<file path="config.mk">
export PLATFORM = sky130hd
export DESIGN_NAME = opti_sos_issuer_flat
export DESIGN_NICKNAME = d
export VERILOG_FILES = /design/src/rtl/opti_sos_issuer_if.sv /design/src/rtl/opti_sos_issuer.sv /design/src/flat_wrapper.sv
export SDC_FILE = /design/constraint.sdc
export NUM_CORES = 1
export LEC_CHECK = 0
export ABC_AREA = 1
export ABC_CLOCK_PERIOD_IN_PS = 1500
export CAP_MARGIN = 20
export CORE_MARGIN = 2
export CORE_UTILIZATION = 42
export CTS_CLUSTER_SIZE = 40
export DETAILED_ROUTE_END_ITERATION = 16
export GPL_ROUTABILITY_DRIVEN = 0
export HOLD_SLACK_MARGIN = 0.03
export PLACE_DENSITY = 0.76
export SYNTH_ARGS = -nofsm -noshare
export SYNTH_HDL_FRONTEND = slang
export SYNTH_SLANG_ARGS = --single-unit
export TNS_END_PERCENT = 20
</file>
<file path="constraint.sdc">
create_clock -name clk -period 1.5 [get_ports clk]
set_input_delay 0.3 -clock clk [delete_from_list [all_inputs] [get_ports clk]]
set_output_delay 0.3 -clock clk [all_outputs]
set_load 0.1 [all_outputs]
</file>
<file path="src/rtl/opti_sos_issuer_if.sv">
// opti_sos_issuer_if: upstream, section-chain and downstream sample handshake bundle
interface opti_sos_issuer_if #(parameter int DW = 24);
  logic [DW-1:0] s_data, sos_data_in, sos_data_out, m_data;
  logic s_valid, s_ready, sos_valid_in, sos_valid_out, m_valid, m_ready;
  modport master (
    input  s_data, s_valid, sos_data_out, sos_valid_out, m_ready,
    output s_ready, sos_data_in, sos_valid_in, m_data, m_valid
  );
  modport slave (
    output s_data, s_valid, sos_data_out, sos_valid_out, m_ready,
    input  s_ready, sos_data_in, sos_valid_in, m_data, m_valid
  );
endinterface

</file>
<file path="src/rtl/opti_sos_issuer.sv">
// opti_sos_issuer: issues one sample at a time to a biquad chain with spacing and response timeout
module opti_sos_issuer #(
  parameter int DW      = 24,
  parameter int MIN_GAP = 4,
  parameter int TIMEOUT = 64
) (
  input  logic                  clk,
  input  logic                  rst,
  opti_sos_issuer_if.master     bus,
  output logic                  busy,
  output logic                  timeout_err,
  output logic [15:0]           sample_cnt
);
  typedef enum logic [1:0] {IDLE, WAIT, HOLD} state_t;
  state_t state_q, state_d;
  logic [7:0] gap_q, gap_d;
  logic [15:0] timer_q, timer_d, cnt_q, cnt_d;
  logic [DW-1:0] sos_data_q, sos_data_d, m_data_q, m_data_d;
  logic sos_valid_q, sos_valid_d, m_valid_q, m_valid_d, err_q, err_d;
  logic accept;
  assign bus.s_ready      = state_q == IDLE && gap_q == 8'd0;
  assign accept           = bus.s_valid && bus.s_ready;
  assign busy             = state_q != IDLE;
  assign bus.sos_data_in  = sos_data_q;
  assign bus.sos_valid_in = sos_valid_q;
  assign bus.m_data       = m_data_q;
  assign bus.m_valid      = m_valid_q;
  assign timeout_err      = err_q;
  assign sample_cnt       = cnt_q;
  // next state: issue on accept, capture or time out while waiting, release on downstream handshake
  always_comb begin
    state_d     = state_q;
    gap_d       = accept ? 8'(MIN_GAP) : (gap_q != 8'd0 ? gap_q - 8'd1 : gap_q);
    timer_d     = state_q == WAIT ? timer_q + 16'd1 : 16'd0;
    sos_valid_d = accept;
    sos_data_d  = accept ? bus.s_data : sos_data_q;
    m_valid_d   = m_valid_q;
    m_data_d    = m_data_q;
    err_d       = err_q;
    cnt_d       = cnt_q;
    case (state_q)
      IDLE: if (accept) state_d = WAIT;
      WAIT: begin
        if (bus.sos_valid_out) begin
          m_valid_d = 1'b1;
          m_data_d  = bus.sos_data_out;
          state_d   = HOLD;
        end else if (timer_q == 16'(TIMEOUT - 1)) begin
          err_d   = 1'b1;
          state_d = IDLE;
        end
      end
      HOLD: if (bus.m_ready) begin
        m_valid_d = 1'b0;
        cnt_d     = cnt_q + 16'd1;
        state_d   = IDLE;
      end
      default: state_d = IDLE;
    endcase
  end
  // state and output registers; reset drops any in-flight sample
  always_ff @(posedge clk) begin
    if (rst) begin
      state_q     <= IDLE;
      gap_q       <= '0;
      timer_q     <= '0;
      sos_valid_q <= 1'b0;
      sos_data_q  <= '0;
      m_valid_q   <= 1'b0;
      m_data_q    <= '0;
      err_q       <= 1'b0;
      cnt_q       <= '0;
    end else begin
      state_q     <= state_d;
      gap_q       <= gap_d;
      timer_q     <= timer_d;
      sos_valid_q <= sos_valid_d;
      sos_data_q  <= sos_data_d;
      m_valid_q   <= m_valid_d;
      m_data_q    <= m_data_d;
      err_q       <= err_d;
      cnt_q       <= cnt_d;
    end
  end
endmodule

</file>
<file path="src/flat_wrapper.sv">
// flat-port wrapper written by rule: the top's interface ports become plain ports
module opti_sos_issuer_flat 
#(
  parameter int DW      = 24,
  parameter int MIN_GAP = 4,
  parameter int TIMEOUT = 64
)
  (clk, rst, busy, timeout_err, sample_cnt, bus_s_data, bus_s_valid, bus_sos_data_out, bus_sos_valid_out, bus_m_ready, bus_s_ready, bus_sos_data_in, bus_sos_valid_in, bus_m_data, bus_m_valid);
  opti_sos_issuer_if #(.DW(DW)) bus_i ();
  input  logic clk;
  input  logic rst;
  output logic busy;
  output logic timeout_err;
  output logic [15:0] sample_cnt;
  input wire logic [$bits(bus_i.s_data)-1:0] bus_s_data;
  input wire logic [$bits(bus_i.s_valid)-1:0] bus_s_valid;
  input wire logic [$bits(bus_i.sos_data_out)-1:0] bus_sos_data_out;
  input wire logic [$bits(bus_i.sos_valid_out)-1:0] bus_sos_valid_out;
  input wire logic [$bits(bus_i.m_ready)-1:0] bus_m_ready;
  output wire logic [$bits(bus_i.s_ready)-1:0] bus_s_ready;
  output wire logic [$bits(bus_i.sos_data_in)-1:0] bus_sos_data_in;
  output wire logic [$bits(bus_i.sos_valid_in)-1:0] bus_sos_valid_in;
  output wire logic [$bits(bus_i.m_data)-1:0] bus_m_data;
  output wire logic [$bits(bus_i.m_valid)-1:0] bus_m_valid;
  assign bus_i.s_data = bus_s_data;
  assign bus_i.s_valid = bus_s_valid;
  assign bus_i.sos_data_out = bus_sos_data_out;
  assign bus_i.sos_valid_out = bus_sos_valid_out;
  assign bus_i.m_ready = bus_m_ready;
  assign bus_s_ready = bus_i.s_ready;
  assign bus_sos_data_in = bus_i.sos_data_in;
  assign bus_sos_valid_in = bus_i.sos_valid_in;
  assign bus_m_data = bus_i.m_data;
  assign bus_m_valid = bus_i.m_valid;
  opti_sos_issuer #(.DW(DW), .MIN_GAP(MIN_GAP), .TIMEOUT(TIMEOUT)) u_core (.clk(clk), .rst(rst), .bus(bus_i), .busy(busy), .timeout_err(timeout_err), .sample_cnt(sample_cnt));
endmodule
</file>
# Word-level counts from Yosys, hierarchy flattened
# Index checks and enable logic that the tools add are counted.
# word_totals
ff_bits,93
latch_bits,0
ram_bits,0
mem_bits_ro,0
word_cells,47
memories,0
# op_classes
n_addsub,3
n_mul,0
n_div,0
order_cmp,0
n_eq_ne,7
shifts,0
n_mux,10
bitwise_logic,2
reduce_logical,15
# op_table
op,n
$add A16 B1 Y16 const B,2
$eq A16 B6 Y1 const B,1
$reduce_and A3 Y1,3
$logic_not A8 Y1,1
$mux W2,4
$reduce_bool A8 Y1,1
$sub A8 B1 Y8 const B,1
$mux W3,2
$pmux W2 S3,1
$reduce_bool A2 Y1,3
$ne A2 B2 Y1 const B,2
$reduce_and A2 Y1,2
$reduce_or A2 Y1,2
$ne A3 B3 Y1 const B,1
$eq A2 B1 Y1 const B,1
$eq A2 B2 Y1 const B,1
$logic_and A1 B1 Y1,2
$logic_not A2 Y1,1
$mux W1,2
$ne A2 B1 Y1 const B,1
$not A1 Y1,2
$pmux W1 S2,1

# Longest topological paths before layout
# Gate-level depths: netlist (run 1).
# logic_depth
word_depth,5
depth_mapped,11
mapped_depth_nobuf,9

# Worst setup path before layout (run 1)
# No wires, ideal clock.
# synth_timing
kind,register -> register
start,"reg u_core.cnt_q[0], in the netlist u_core.sample_cnt[0]"
end,"reg u_core.cnt_q[6], in the netlist u_core.sample_cnt[6]"
t_arrival_ns,1.969
required_time_ns,1.378
slack_ns,-0.591
stages_incl_launch_ff,7
path_buffers,0
period_less_slack_ns,2.091
cell_sequence,dfxtp_1 ha_1 inv_1 nor3_1 nand2_1 o21ai_0 a21oi_1
# synth_via
elab_chain_cells,1
# synth_lines
item,line_no,text
start: declaration,opti_sos_issuer.sv:17,"logic [15:0] timer_q, timer_d, cnt_q, cnt_d;"
start signal: assignment,opti_sos_issuer.sv:82,cnt_q <= cnt_d;
$add A16 B1 Y16,opti_sos_issuer.sv:55,cnt_d = cnt_q + 16'd1;
# No other way between the ends.
# A chain may end at the register's enable or synchronous reset.

# Worst setup path in the final report (run 1)
# layout_timing
start,reg u_core.gap_q[1]
end,out bus_s_ready
# layout_via
elab_chain_cells,2
# layout_lines
item,line_no,text
start: declaration,opti_sos_issuer.sv:16,"logic [7:0] gap_q, gap_d;"
start signal: assignment,opti_sos_issuer.sv:75,gap_q <= gap_d;
$logic_not A8 Y1,opti_sos_issuer.sv:21,assign bus.s_ready = state_q == IDLE && gap_q == 8'd0;
$logic_and A1 B1 Y1,opti_sos_issuer.sv:21,
end: declaration,flat_wrapper.sv:20,output wire logic [$bits(bus_i.s_ready)-1:0] bus_s_ready;
# No other way between the ends.

==> results of run 1 <==
## layout by cell type (no fill, tap or decap), types with 2 or more instances in the layout
cell type,synthesis,routed
a21oi_1,47,47
buf_12,0,73
buf_4,0,21
buf_6,3,4
clkbuf_8,0,10
clkdlybuf4s50_1,0,52
dfxtp_1,93,73
dfxtp_2,0,12
dfxtp_4,0,8
ha_1,3,2
inv_1,47,42
inv_2,1,6
nand2_1,110,108
nand2_2,1,2
nand3_1,71,70
nand3_2,18,18
nand3_4,1,2
nand3b_1,2,2
nand4_1,11,11
nor2_1,52,47
nor2_2,4,7
nor2_4,1,3
nor3_1,13,11
nor3_4,1,3
o21ai_0,14,14
or2_2,3,3
xnor2_1,3,3
xor2_1,4,4
## layout make-up
cell class,instances,area [µm²],share of cell area
Clock buffer,10,138,0.0207
Clock inverter,5,60.1,0.00904
Inverter,48,180,0.0271
Multi-Input combinational cell,366,1960,0.295
Sequential cell,93,1910,0.287
Tap cell,129,161,0.0243
Timing Repair Buffer,152,2240,0.337
## cells by family (layout without fill, tap and decap cells)
kind of cell / Yosys count / count (layout)
AO/OA/AOI/OAI: 65 / 65
buffers and inverters: 72 / 215
AND/OR/NAND/NOR: 291 / 291
flip-flops: 93 / 93
adder cells (fa/ha/maj): 3 / 3
XOR/XNOR: 7 / 7
## registers in the layout, indices dropped and copies added, names as in the netlist
register and count:
u_core.bus.m_data 24, u_core.bus.sos_data_in 24, u_core.sample_cnt 16, u_core.timer_q 16
u_core.gap_q 8, u_core.state_q 2, u_core.bus.m_valid 1, u_core.bus.sos_valid_in 1
u_core.timeout_err 1
## cell usage after synthesis (all sizes together)
master,n
o21ai,14
clkbuf,12
inv,48
a211oi,1
xor2,4
ha,3
nor3b,1
dfxtp,93
o21a,1
nor3,14
nand3b,2
nand4,11
buf,12
a21oi,49
nand3,90
or2,3
nand2,112
nor2,58
xnor2,3
## power groups by stage
stage               sequential (mW)  combinational, mW  clock (mW)
global route                   3.07               5.02        1.83
floorplan                      4.21               1.64           0
global placement               3.06               4.23           0
detailed placement             3.07               4.34           0
CTS                            3.04               4.65        1.73
finish                         3.05               4.77        1.70
## repair_timing
item | 4_1_cts | 5_1_grt
setup buffers | 4 | 2
gates resized for setup | 16 | 17
gates cloned | 1 | 1
pin swaps | 5 | 4
setup endpoints to repair | 33 | 45
## routing by layer
layer / GRT usage / part of all wire / vias to the layer above
li1: - / - / 2014
met1: 0.252 / 0.39 / 1925
met2: 0.381 / 0.53 / 130
met3: 0.0636 / 0.063 / 10
met4: 0.0615 / 0.013 / 0
met5: 0 / 0 / -
## path summary, 6_finish.rpt
path                                     to  slack (ps)  cells past startpoint
setup reg to reg  u_core.bus.sos_data_in[3]        -110                     12
hold reg to reg           u_core.timer_q[0]         420                      1
hold / removal            u_core.timer_q[0]         420                      1
setup / recovery                bus_s_ready        -240                      7
## critical path: stages (launching register included)
cell     delay (ps)
dfxtp_2         330
inv_2            60
ha_4            130
inv_2            40
nor2_4          130
nand3_4         110
nor2_8          110
buf_12          180
## through the flow
step | std cells | utilization | power [mW] | worst slack, ps
floorplan | 531 | - | 5.85 | -474
global placement | 780 | 0.672 | 7.29 | -209
detailed placement | 780 | 0.672 | 7.42 | -256
CTS | 800 | 0.704 | 9.42 | -269
global route | 803 | 0.715 | 9.93 | -322
finish | 803 | 0.715 | 9.52 | -237
==> impl_metrics.sql, run 1 <==
INSERT INTO impl_metrics (metric_group, metric, value, unit) VALUES
('synthesis', 'synth.net_count', '587', ''),
('clock_tree', 'clk_path_buf_depth', '2', ''),
('synthesis', 'average_cell_area_after_synthesis', '7.59', 'µm²'),
('finish', 'num_antenna_cells', '0', ''),
('worst_setup_path', 'req_time_crit_path', '1200', 'ps'),
('place', 'place_area', '6240', 'µm²'),
('power_and_ir_drop', 'net-switching-power', '4.04', 'mW'),
('synthesis', 'ys_seq_elements', '93', ''),
('hold_path', 'worstHoldPathType', 'flop to flop', ''),
('drt', 'routed_wl', '11200', 'µm'),
('timing', 'tightestPinTransition', '328', 'ps'),
('die', 'fp.coreArea', '9280', 'µm²'),
('hold_path', 'min-delay-start', 'u_core.timer_q[0]', ''),
('flow_run', 'cap_violations', '0', ''),
('global_route', 'first_pass_grt_wire_length', '18000', 'µm'),
('place', 'detailedPlacementHpwl', '8080', 'µm'),
('finish', 'final.fill_count', '711', ''),
('timing', 'fmax', '0.576', 'GHz'),
('timing', 'setup_slack', '-237', 'ps'),
('die', 'vertical_die_dimension', '102', 'µm'),
('synthesis', 'synth_xor_area_frac', '0.0152', ''),
('worst_setup_path', 'reg2reg_from', 'u_core.gap_q[1]', ''),
('worst_setup_path', 'cp_capture_type', 'output port', ''),
('worst_setup_path', 'timing_worst_setup_path_type', 'flop to output port', ''),
('synthesis', 'seq_area_frac_synth', '0.462', ''),
('clock_tree', 'root_buffer', 'clkbuf_8', ''),
('synthesis', 'synth_area_in_compound_gates', '0.0857', ''),
('timing', 'slew_headroom', '0.780', ''),
('power_and_ir_drop', 'irDropWorstVdd', '0.789', 'mV'),
('synthesis', 'synth_cell_type_count', '32', ''),
('clock_tree', 'clk_transition_reported_paths', '90', 'ps'),
('clock_tree', 'ctsHtreeMaxLevel', '3', ''),
('status', 'outcome', 'finished, violations left', ''),
('clock_tree', 'cts-buffers-inserted', '9', ''),
('drt', 'final_antenna_net_count', '0', ''),
('synthesis', 'yosys-mux-area-fraction', '0', ''),
('worst_setup_path', 'worst-endpoint-arrival', '1440', 'ps'),
('timing', 'fin_worst_skew', '16.9', 'ps'),
('finish', 'post-route-cell-area', '6640', 'µm²'),
('global_route', 'vias_in_the_first_global_route', '3994', ''),
('die', 'fp-row-count', '35', ''),
('power_and_ir_drop', 'combPwrFrac', '0.501', ''),
('worst_setup_path', 'worstPathMaxFanout', '2', ''),
('finish', 'drive_above_1_share', '0.274', ''),
('timing', 'final-setup-viol-count', '27', ''),
('status', 'violated_checks', 'setup timing', ''),
('drt', 'drc_errors', '0', ''),
('worst_setup_path', 'crit_path_start_kind', 'flop', ''),
('die', 'design.die.area', '10400', 'µm²'),
('power_and_ir_drop', 'p_per_area', '1430', 'nW/µm²'),
('synthesis', 'yosysWarningCount', '0', ''),
('synthesis', 'netlist_top_cells_area', 'dfxtp_1, nand2_1, nand3_1', ''),
('synthesis', 'largest_family_of_logic_cells_by_synthesized_area', 'simple AND/OR/NAND/NOR gates', ''),
('timing', 'hold_viol_final', '0', ''),
('timing', 'period_minus_slack', '1740', 'ps'),
('synthesis', 'synth-adder-area-share', '0.00931', ''),
('drt', 'num_vias', '4079', ''),
('timing', 'final_max_slew_viol_count', '0', ''),
('synthesis', 'synth_area_leader', 'dfxtp_1', ''),
('power_and_ir_drop', 'internal-power', '5.48', 'mW'),
('timing', 'grt_setup_unrepaired', 'true', ''),
('power_and_ir_drop', 'leakagePower', '2.55', 'nW'),
('clock_tree', 'cts_hold_buf', '0', ''),
('timing', 'fin_setup_tns', '-2330', 'ps'),
('finish', 'num-nets-final', '726', ''),
('worst_setup_path', 'startpoint', 'u_core.gap_q[1]', ''),
('drt', 'drt-pass1-iter-count', '4', ''),
('drt', 'via_per_inst', '5.08', ''),
('power_and_ir_drop', 'power.share.switching', '0.425', ''),
('global_route', 'grt.total_usage', '0.215', ''),
('drt', 'drt_iter0_drc', '114', '');
Power figures use the tool's default switching activity.
==> run 2: changes to the inputs <==
--- a/config.mk
+++ b/config.mk
@@ -15,6 +15,7 @@
 export GPL_ROUTABILITY_DRIVEN = 0
 export HOLD_SLACK_MARGIN = 0.03
 export PLACE_DENSITY = 0.76
+export SLEW_MARGIN = 20
 export SYNTH_ARGS = -nofsm -noshare
 export SYNTH_HDL_FRONTEND = slang
 export SYNTH_SLANG_ARGS = --single-unit
==> results of run 2 <==
Final layout, timing and power as in run 1 (identical DEF).
==> run 3: changes to the inputs <==
--- a/config.mk
+++ b/config.mk
@@ -15,7 +15,6 @@
 export GPL_ROUTABILITY_DRIVEN = 0
 export HOLD_SLACK_MARGIN = 0.03
 export PLACE_DENSITY = 0.76
-export SLEW_MARGIN = 20
 export SYNTH_ARGS = -nofsm -noshare
 export SYNTH_HDL_FRONTEND = slang
 export SYNTH_SLANG_ARGS = --single-unit
==> results of run 3 <==
Final layout, timing and power as in run 1 (identical DEF).
